`src/rtl/uart_prog_loader.sv`:
```
// UART program loader: receives an 0xA5-framed, checksummed image over 8N1 and writes it into RAM.
// Optional inter-byte timeout abort is compiled in when PROG_LOADER_TIMEOUT_EN is defined.
module uart_prog_loader #(
    parameter int          CLKS_PER_BIT = 434,
    parameter logic [15:0] BASE_ADDR    = 16'h0000,
    parameter int          TIMEOUT_CYC  = 5000000
) (
    input  logic        clk,
    input  logic        rst,
    input  logic        rxd,
    output logic        we,
    output logic [15:0] addr,
    output logic [7:0]  wdata,
    output logic        busy,
    output logic        run,
    output logic        err
);

    localparam int CW = $clog2(CLKS_PER_BIT + 1);
    localparam logic [CW-1:0] FULL_M1 = CW'(CLKS_PER_BIT - 1);
    localparam logic [CW-1:0] HALF_M1 = CW'(CLKS_PER_BIT / 2 - 1);
    localparam logic [7:0]    SYNC_BYTE = 8'hA5;

    typedef enum logic [1:0] {RX_IDLE, RX_START, RX_DATA, RX_STOP} rx_state_t;
    typedef enum logic [2:0] {F_IDLE, F_LENL, F_LENH, F_DATA, F_CSUM} fr_state_t;

    logic            rxd_s1, rxd_s2, rxd_s3;
    rx_state_t       rx_state, rx_state_nxt;
    logic [CW-1:0]   rx_cnt, rx_cnt_nxt;
    logic [2:0]      rx_bit, rx_bit_nxt;
    logic [7:0]      rx_shift, rx_shift_nxt;
    logic            rx_vld_p0, rx_ferr_p0;

    fr_state_t       fr_state, fr_state_nxt;
    logic [15:0]     len, len_nxt;
    logic [15:0]     idx, idx_nxt;
    logic [7:0]      sum, sum_nxt;
    logic            we_nxt, busy_nxt, run_nxt, err_nxt;
    logic [15:0]     addr_nxt;
    logic [7:0]      wdata_nxt;
    logic            to_hit;

    // Input synchronizer; the third flop gives the previous level for edge detection
    always_ff @(posedge clk) begin
        if (rst) begin
            rxd_s1 <= 1'b1;
            rxd_s2 <= 1'b1;
            rxd_s3 <= 1'b1;
        end else begin
            rxd_s1 <= rxd;
            rxd_s2 <= rxd_s1;
            rxd_s3 <= rxd_s2;
        end
    end

    always_ff @(posedge clk) begin
        if (rst) begin
            rx_state <= RX_IDLE;
            rx_cnt   <= '0;
            rx_bit   <= '0;
        end else begin
            rx_state <= rx_state_nxt;
            rx_cnt   <= rx_cnt_nxt;
            rx_bit   <= rx_bit_nxt;
        end
    end

    always_ff @(posedge clk) begin
        rx_shift <= rx_shift_nxt;
    end

    // Only a falling edge arms the receiver, so a line held low after a framing error cannot retrigger
    always_comb begin
        rx_state_nxt = rx_state;
        rx_cnt_nxt   = rx_cnt + CW'(1);
        rx_bit_nxt   = rx_bit;
        rx_shift_nxt = rx_shift;
        rx_vld_p0    = 1'b0;
        rx_ferr_p0   = 1'b0;
        case (rx_state)
            RX_IDLE: begin
                rx_cnt_nxt = '0;
                rx_bit_nxt = '0;
                if (rxd_s3 && !rxd_s2) rx_state_nxt = RX_START;
            end
            RX_START: begin
                if (rx_cnt == HALF_M1) begin
                    rx_cnt_nxt   = '0;
                    rx_state_nxt = rxd_s2 ? RX_IDLE : RX_DATA;
                end
            end
            RX_DATA: begin
                if (rx_cnt == FULL_M1) begin
                    rx_cnt_nxt   = '0;
                    rx_shift_nxt = {rxd_s2, rx_shift[7:1]};
                    rx_bit_nxt   = rx_bit + 3'd1;
                    if (rx_bit == 3'd7) rx_state_nxt = RX_STOP;
                end
            end
            RX_STOP: begin
                if (rx_cnt == FULL_M1) begin
                    rx_cnt_nxt   = '0;
                    rx_state_nxt = RX_IDLE;
                    rx_vld_p0    = rxd_s2;
                    rx_ferr_p0   = !rxd_s2;
                end
            end
            default: rx_state_nxt = RX_IDLE;
        endcase
    end

`ifdef PROG_LOADER_TIMEOUT_EN
    localparam int TO_W = $clog2(TIMEOUT_CYC + 1);
    logic [TO_W-1:0] to_cnt;

    always_ff @(posedge clk) begin
        if (rst || fr_state == F_IDLE || rx_vld_p0) to_cnt <= '0;
        else                                         to_cnt <= to_cnt + TO_W'(1);
    end

    assign to_hit = (fr_state != F_IDLE) && !rx_vld_p0 && (to_cnt == TO_W'(TIMEOUT_CYC - 1));
`else
    // No timeout in this build: constant 0 for any legal TIMEOUT_CYC
    assign to_hit = (TIMEOUT_CYC < 0);
`endif

    // ---- stage p1: frame decode, registered RAM write / run / status outputs ----
    always_ff @(posedge clk) begin
        if (rst) begin
            fr_state <= F_IDLE;
            we       <= 1'b0;
            addr     <= '0;
            wdata    <= '0;
            busy     <= 1'b0;
            run      <= 1'b0;
            err      <= 1'b0;
        end else begin
            fr_state <= fr_state_nxt;
            we       <= we_nxt;
            addr     <= addr_nxt;
            wdata    <= wdata_nxt;
            busy     <= busy_nxt;
            run      <= run_nxt;
            err      <= err_nxt;
        end
    end

    always_ff @(posedge clk) begin
        len <= len_nxt;
        idx <= idx_nxt;
        sum <= sum_nxt;
    end

    always_comb begin
        fr_state_nxt = fr_state;
        len_nxt      = len;
        idx_nxt      = idx;
        sum_nxt      = sum;
        we_nxt       = 1'b0;
        run_nxt      = 1'b0;
        addr_nxt     = addr;
        wdata_nxt    = wdata;
        busy_nxt     = busy;
        err_nxt      = err;
        case (fr_state)
            F_IDLE: begin
                if (rx_vld_p0 && rx_shift == SYNC_BYTE) begin
                    fr_state_nxt = F_LENL;
                    busy_nxt     = 1'b1;
                    err_nxt      = 1'b0;
                    idx_nxt      = '0;
                    sum_nxt      = '0;
                end
            end
            F_LENL: begin
                if (rx_vld_p0) begin
                    len_nxt[7:0] = rx_shift;
                    fr_state_nxt = F_LENH;
                end
            end
            F_LENH: begin
                if (rx_vld_p0) begin
                    len_nxt[15:8] = rx_shift;
                    fr_state_nxt  = ({rx_shift, len[7:0]} == 16'd0) ? F_CSUM : F_DATA;
                end
            end
            F_DATA: begin
                if (rx_vld_p0) begin
                    we_nxt    = 1'b1;
                    addr_nxt  = BASE_ADDR + idx;
                    wdata_nxt = rx_shift;
                    sum_nxt   = sum + rx_shift;
                    idx_nxt   = idx + 16'd1;
                    if (idx == len - 16'd1) fr_state_nxt = F_CSUM;
                end
            end
            F_CSUM: begin
                if (rx_vld_p0) begin
                    fr_state_nxt = F_IDLE;
                    busy_nxt     = 1'b0;
                    if (rx_shift == sum) run_nxt = 1'b1;
                    else                 err_nxt = 1'b1;
                end
            end
            default: fr_state_nxt = F_IDLE;
        endcase

        // A bad stop bit or a stall mid-frame abandons the frame; bytes already written remain
        if (fr_state != F_IDLE && (rx_ferr_p0 || to_hit)) begin
            fr_state_nxt = F_IDLE;
            busy_nxt     = 1'b0;
            err_nxt      = 1'b1;
            we_nxt       = 1'b0;
            run_nxt      = 1'b0;
        end
    end

endmodule

```
`config.mk`:
```
export PLATFORM = sky130hd
export DESIGN_NAME = uart_prog_loader
export DESIGN_NICKNAME = d
export VERILOG_FILES = /design/src/rtl/uart_prog_loader.sv
export SDC_FILE = /design/constraint.sdc
export NUM_CORES = 1
export LEC_CHECK = 0
export ABC_AREA = 1
export BUFFER_PORTS_ARGS = -buffer_cell sky130_fd_sc_hd__buf_2
export CELL_PAD_IN_SITES_DETAIL_PLACEMENT = 1
export CELL_PAD_IN_SITES_GLOBAL_PLACEMENT = 1
export CORE_UTILIZATION = 42
export DETAILED_ROUTE_END_ITERATION = 7
export GPL_TIMING_DRIVEN = 0
export PLACE_DENSITY = 0.87
export REMOVE_ABC_BUFFERS = 1
export SLEW_MARGIN = 5
export SYNTH_ARGS = -nofsm -noshare
export SYNTH_HDL_FRONTEND = slang
export SYNTH_SLANG_ARGS = --single-unit
```
`constraint.sdc`:
```
create_clock -name clk -period 2.35 [get_ports clk]
set_input_delay 0.47 -clock clk [delete_from_list [all_inputs] [get_ports clk]]
set_output_delay 0.47 -clock clk [all_outputs]
set_load 0.01 [all_outputs]
```
==> flow_summary_export.csv, run 1 <==
group,metric,value,unit
floorplanning,die_w,109.2,um
global_routing,antenna_found_initial,0,
clock_network,clkLatencyLatePin,0.35,ns
floorplanning,start_util,43.80,%
logic_synthesis,yosys_warnings,0,
logic_synthesis,synth_edf_count,48,
drt,via_per_inst,5.780,
power_and_ir_drop,ir_drop,0.4372,mV
logic_synthesis,ys_seq_area_share,49.73,%
clock_network,cts.clk_slew.worst_paths,0.07,ns
floorplanning,die_h,109.2,um
flow_run,cap_violations,0,
placement,placed_area,5096,um2
cells_and_area,fill_cells,1345,
clock_network,cts-htree-levels,3,
critical_path,cp.required,2.60,ns
power_and_ir_drop,swShare,23.05,%
logic_synthesis,yosysTopAreaCell,"edfxtp_1",
cells_and_area,diodes,0,
clock_network,cts.sinks,96,
logic_synthesis,synth.cell_area,4831,um2
power_and_ir_drop,p_per_area,578.6,nW/um2
sta,setup_viol,0,
cells_and_area,layout-drive-gt1-share,18.70,%
cells_and_area,final_core_util,51.37,%
drt,drc,0,
power_and_ir_drop,power.net_switching,755.8,uW
power_and_ir_drop,p_comb_share,2.0,%
sta,finalClockSkew,0.01077,ns
clock_network,clock-root-buffer,"clkbuf_16",
global_routing,globalRouteOverflowTotal,0,
logic_synthesis,synth_area_per_cell,8.460,um2
power_and_ir_drop,p_clk_share,44.3,%
cells_and_area,fin_nets,644,
global_routing,grt_max_degree,28,
sta,hold_violations,0,
power_and_ir_drop,p_total,3.279,mW
logic_synthesis,syn-instance-count,571,
global_routing,grtUsageTotal,25.94,%
logic_synthesis,muxShareOfSynthArea,0,%
logic_synthesis,synth-compound-area-share,11.29,%
floorplanning,core-area,11030,um2
sta,fmax,0.4269,GHz
drt,first_pass_iters,5,
logic_synthesis,synth_area_leaders,"edfxtp_1, dfxtp_1, nand2_1, nor2_1, inv_1",
sta,timing.final.crit_period,2.343,ns
placement,portBuffers,30,
drt,drt_iter0_drc,290,
sta,rsz0062_at_grt,"true",
sta,worstMarginPinSlew,0.9712,ns
floorplanning,ios,31,
cells_and_area,stdcell_area,5667,um2
sta,relSlewSlack,35.02,%
power_and_ir_drop,seq_power_share,53.6,%
drt,ant_nets,0,
logic_synthesis,synth_ff_type,"edfxtp_1",
clock_network,cts_hold_buf,0,
power_and_ir_drop,p_int,2.523,mW
logic_synthesis,ys_types,44,
critical_path,worstPathMaxFanout,5,
critical_path,critPathLaunchType,"register",
global_routing,grt_pass1_wl,23.00,mm
clock_network,cts_tree,"done",
min_path,min_path_type,"in -> reg",
clock_network,cts_buffers,9,
power_and_ir_drop,power.leakage,2.460,nW
logic_synthesis,async_flop_share,0,%
drt,drt_wl_total,15.86,mm
placement,place.gp.congestion,0.8691,
logic_synthesis,synth-adder-area-share,4.040,%
drt,wl_per_cell,20.57,um
drt,vias,4456,
clock_network,clockBufferDepth,2,
logic_synthesis,synth.ff_latch_count,96,
cells_and_area,area_growth,17.30,%
floorplanning,num_rows,38,
logic_synthesis,synth_top_area_share,29.84,%
critical_path,critPathKind,"reg -> reg",
logic_synthesis,synthSimpleGateAreaFrac,24.45,%
critical_path,cp.arrival,2.59,ns
status,outcome,"complete, no violations",
floorplanning,die_area,11930,um2
sta,finalMaxSlewViolations,0,
logic_synthesis,synth_top_family_by_area,"simple AND/OR/NAND/NOR gates",
global_routing,first_global_vias,4523,
critical_path,setup.worst_path.end_class,"register",
logic_synthesis,synth_xor_area_share,3.393,%
placement,dpl.hpwl,9.208,mm
sta,period_share,99.68,%
-- critical path, cell delays in order (launching register included) --
cell and delay [ns]:
edfxtp_1 0.47, nor2_1 0.13, nand2_1 0.20, nor2_2 0.25
nand2_1 0.09, nand2_1 0.07, nand2_1 0.06, nor2_1 0.15
nand2_1 0.10, nor2_1 0.12, nand4_1 0.19, nand2_2 0.19
nand3_1 0.10, nand2_1 0.07, nor2_1 0.04
-- cell usage in the layout, fill, tap and decap left out, types with 7 or more instances in the layout --
cell / netlist / routed
o21ai_0: 38 / 37
clkbuf_16: 0 / 9
edfxtp_1: 48 / 48
nand2_1: 109 / 107
dfxtp_1: 48 / 48
a21oi_1: 31 / 30
xnor2_1: 7 / 7
inv_2: 7 / 7
buf_4: 1 / 22
a31oi_1: 19 / 19
nand3_1: 24 / 22
nor2_4: 4 / 8
buf_2: 3 / 30
ha_1: 14 / 12
nand3_2: 5 / 7
xor2_1: 9 / 9
nor2_1: 78 / 72
inv_1: 66 / 64
nor2_2: 5 / 10
nor3_1: 12 / 12
-- registers in the layout, summed over array words and instances, names as in the netlist, 3 cells and up, named ones only --
name / cells
fr_state: 3
rx_bit: 3
rx_shift: 8
wdata: 8
len: 16
rx_cnt: 9
addr: 16
idx: 16
sum: 8
-- repair_timing --
item                                    in CTS  in global routing
endpoints found under the hold margin        0                  0
gates resized for setup                      8                 16
cloned                                       3                  0
pin swaps                                    4                  5
endpoints found under the setup margin      74                 60
setup buffers                               11                 12
-- cells by family after synthesis --
family	Yosys count
adders and majority gates	15
buffers and inverters	86
and+or+nand+nor	258
xor gates and xnor gates	17
AOI/OAI and AO/OA	99
DFF	96
-- final timing paths --
check        depth (start not counted)     endpoint    from  slack [ns]
max reg2reg                         14  fr_state[1]  len[2]       0.007
min                                  2       rxd_s1     rxd        0.30
max                                 14  fr_state[1]  len[2]       0.007
min reg2reg                          1       rxd_s2  rxd_s1        0.43
-- metal layers --
| metal | track usage [%] | vias to the layer above | wire (um) |
|---|---|---|---|
| li1 | - | 2006 | - |
| met1 | 30.42 | 2223 | 6337 |
| met2 | 46.27 | 183 | 8094 |
| met3 | 4.005 | 44 | 974 |
| met4 | 12.10 | 0 | 452 |
| met5 | 0 | - | 0 |
-- synthesized netlist by cell type (2+ instances only) --
library cell and count:
or2_2 2, a21o_1 2, nor2_2 5, o21bai_1 2, nor3_1 12, inv_2 7, nand2_2 2, nand2_1 109
nor2_4 4, a31oi_1 19, nor3_2 2, inv_1 66, o21ai_0 38, clkbuf_1 4, nor4_1 3, nor3_4 2
nand3_1 24, buf_1 3, xnor2_1 7, xor2_1 9, nor3b_1 2, nand4_1 3, ha_1 14, edfxtp_1 48
nand3b_1 2, dfxtp_1 48, nor2_1 78, buf_2 3, a21oi_1 31, nand3_2 5, o21ai_1 2
-- area by class of cell --
class	count	area [um2]	share of cell area (%)
repair buffers	53	335.3	5.917
multi-input cells	392	2183	38.53
clock inverters	5	38.79	0.6845
well taps	140	175.2	3.091
clock buffers	11	242.7	4.284
inverters	74	289.0	5.100
flip-flops and latches	96	2402	42.39
-- through the flow --
step,cells,setup slack (ns),hold slack [ns],setup TNS [ns]
2_1_floorplan,559,-0.1925,0.3895,-4.620
3_3_place_gp,729,-1.428,0.3905,-54.16
3_5_place_dp,729,-1.415,0.4046,-58.76
4_1_cts,759,0.05251,0.2959,0
5_1_grt,771,-0.1532,0.3099,-0.5328
6_report,771,0.007461,0.2955,0
-- power by group through the flow --
stage	combinational [mW]	sequential [mW]	clock [mW]
CTS	0.0664	1.76	1.44
finish	0.0666	1.76	1.45
global placement	0.0576	1.79	0
detailed placement	0.0626	1.79	0
floorplan	0.0427	1.79	0
global route	0.0746	1.76	1.51
(Power assumes the default switching activity.)
==> run 2, diff against run 1 <==
Settings changed: CORE_MARGIN from default to 2.
==> run 2 against run 1 <==
Final cell count fell by 1.2%; maximum frequency rose by 6.4%; register-to-register slack improved by 0.14 ns; global-route usage fell by 2.8 points.
==> flow_summary_export.csv, run 2 (synthesis results as in run 1) <==
group,metric,value,unit
clock_network,cts.sinks,96,
floorplanning,die_area,12380,um2
drt,first_pass_iters,4,
drt,drt_iter0_drc,281,
clock_network,cts_buffers,9,
cells_and_area,final_cell_mix,"nand2_1, nor2_1, inv_1, dfxtp_1, edfxtp_1",
power_and_ir_drop,p_comb_share,1.9,%
clock_network,cts-htree-levels,3,
placement,placed_area,5100,um2
power_and_ir_drop,swShare,22.13,%
placement,placed_cells,732,
critical_path,critPathLaunchType,"register",
critical_path,r2r_slack,0.15,ns
cells_and_area,layout-drive-gt1-share,16.96,%
power_and_ir_drop,power.leakage,2.410,nW
critical_path,worstPathMaxFanout,3,
global_routing,grt_max_degree,28,
floorplanning,ios,31,
power_and_ir_drop,p_clk_share,45.6,%
cells_and_area,fin_nets,632,
clock_network,cts.clk_slew.worst_paths,0.07,ns
sta,worstMarginPinSlew,0.9118,ns
sta,hold_violations,0,
sta,finalMaxSlewViolations,0,
sta,period_share,93.70,%
sta,finalClockSkew,0.008017,ns
clock_network,cts_tree,"done",
power_and_ir_drop,p_per_area,597.8,nW/um2
global_routing,globalRouteOverflowTotal,0,
placement,portBuffers,30,
critical_path,slowest_stage,"edfxtp_1",
drt,drc,0,
critical_path,reg2reg_depth,11,
critical_path,cp.required,2.56,ns
global_routing,first_global_vias,4512,
drt,drt_wl_total,13.77,mm
placement,place.gp.congestion,0.8850,
floorplanning,start_util,42.67,%
power_and_ir_drop,p_int,2.602,mW
floorplanning,die_w,111.2,um
drt,ant_nets,0,
critical_path,crit_start,"idx[1]",
cells_and_area,top_regs,"addr (16), idx (16), len (16)",
floorplanning,die_h,111.2,um
cells_and_area,area_growth,15.70,%
sta,setup_viol,0,
flow_run,cap_violations,0,
cells_and_area,fill_cells,1354,
clock_network,clkLatencyLatePin,0.36,ns
floorplanning,core-area,11320,um2
global_routing,grtUsageTotal,23.10,%
critical_path,r2r-end,"idx[14]",
critical_path,cp.arrival,2.42,ns
cells_and_area,diodes,0,
drt,via_per_inst,5.412,
critical_path,setup.worst_path.end_class,"register",
power_and_ir_drop,ir_drop,0.3726,mV
cells_and_area,final_cells,762,
min_path,whs_path_depth,2,
critical_path,path_cells,"ha_1, nand3_2, nor2_2, nand2_1, nor2_2, nand3_2, nor3_4, nand3_2, nor2_2, o21ai_0, a21oi_1",
clock_network,clock-root-buffer,"clkbuf_16",
drt,wl_per_cell,18.06,um
sta,fmax,0.4541,GHz
sta,timing.final.crit_period,2.202,ns
cells_and_area,layout_commonest_cell,"nand2_1",
placement,dpl.hpwl,8.969,mm
clock_network,clockBufferDepth,2,
clock_network,cts_hold_buf,0,
global_routing,antenna_found_initial,0,
drt,vias,4124,
min_path,hold_path_startpoint,"rxd",
cells_and_area,stdcell_area,5589,um2
min_path,hold_end,"rxd_s1",
min_path,min_path_type,"in -> reg",
critical_path,rr_startpoint,"idx[1]",
floorplanning,num_rows,39,
global_routing,grt_pass1_wl,22.33,mm
sta,relSlewSlack,38.99,%
status,outcome,"complete, no violations",
power_and_ir_drop,power.net_switching,739.5,uW
critical_path,critPathKind,"reg -> reg",
power_and_ir_drop,seq_power_share,52.6,%
critical_path,cpPeakStageDelay,0.42,ns
run 2: repair_timing:
item / 4_1_cts / 5_1_grt
setup endpoints to repair: 74 / 46
cloned: 3 / 0
pin swaps: 3 / 2
setup buffers: 9 / 2
resized for setup: 9 / 11
run 2: worst max path at each step:
stage / end / depth (start not counted) / slack [ns]
after floorplan: idx[0] / 8 / -0.19
after global placement: idx[2] / 8 / -1.34
after detailed placement: idx[2] / 8 / -1.43
after CTS: fr_state[1] / 15 / 0.07
after global routing: fr_state[1] / 15 / -0.01
final: idx[14] / 11 / 0.15
run 2: power by group through the flow:
stage | clock network, mW | registers, mW | logic [mW]
final | 1.52 | 1.76 | 0.0622
after global routing | 1.60 | 1.76 | 0.0751
after CTS | 1.53 | 1.76 | 0.0633
after detailed placement | 0 | 1.80 | 0.0617
after global placement | 0 | 1.79 | 0.0591
after floorplan | 0 | 1.79 | 0.0427
run 2: layer usage:
| layer | GRT usage [%] | wire [um] |
|---|---|---|
| met1 | 25.84 | 5427 |
| met2 | 42.48 | 7394 |
| met3 | 5.085 | 578 |
| met4 | 9.136 | 364 |
| met5 | 0 | 0 |
run 2: critical path: cells and delay by family, from the launching register on:
| kind | cells | cell delay (ns) |
|---|---|---|
| simple gates | 8 | 1.18 |
| fa+ha+maj | 1 | 0.23 |
| compound gates | 2 | 0.21 |
| flops | 1 | 0.42 |
run 2: metrics by stage:
step | power, mW | worst slack, ns | util [%] | setup TNS, ns | hold slack (ns)
2_1_floorplan | 1.835 | -0.1925 | - | -4.620 | 0.3895
3_3_place_gp | 1.853 | -1.345 | 45.05 | -49.46 | 0.4067
3_5_place_dp | 1.857 | -1.430 | 45.05 | -58.79 | 0.4101
4_1_cts | 3.346 | 0.07126 | 48.85 | 0 | 0.2953
5_1_grt | 3.435 | -0.01485 | 49.37 | -0.01485 | 0.2936
6_report | 3.341 | 0.1480 | 49.37 | 0 | 0.2948
run 2: cell type report:
class	instances	area, um2	share of cell area (%)
inverter	74	289.0	5.171
multi-input combinational	392	2180	39.00
sequential	96	2402	42.98
tap	143	178.9	3.201
timing repair buffer	41	232.7	4.164
clock inverter	7	81.33	1.455
clock buffer	9	225.2	4.030
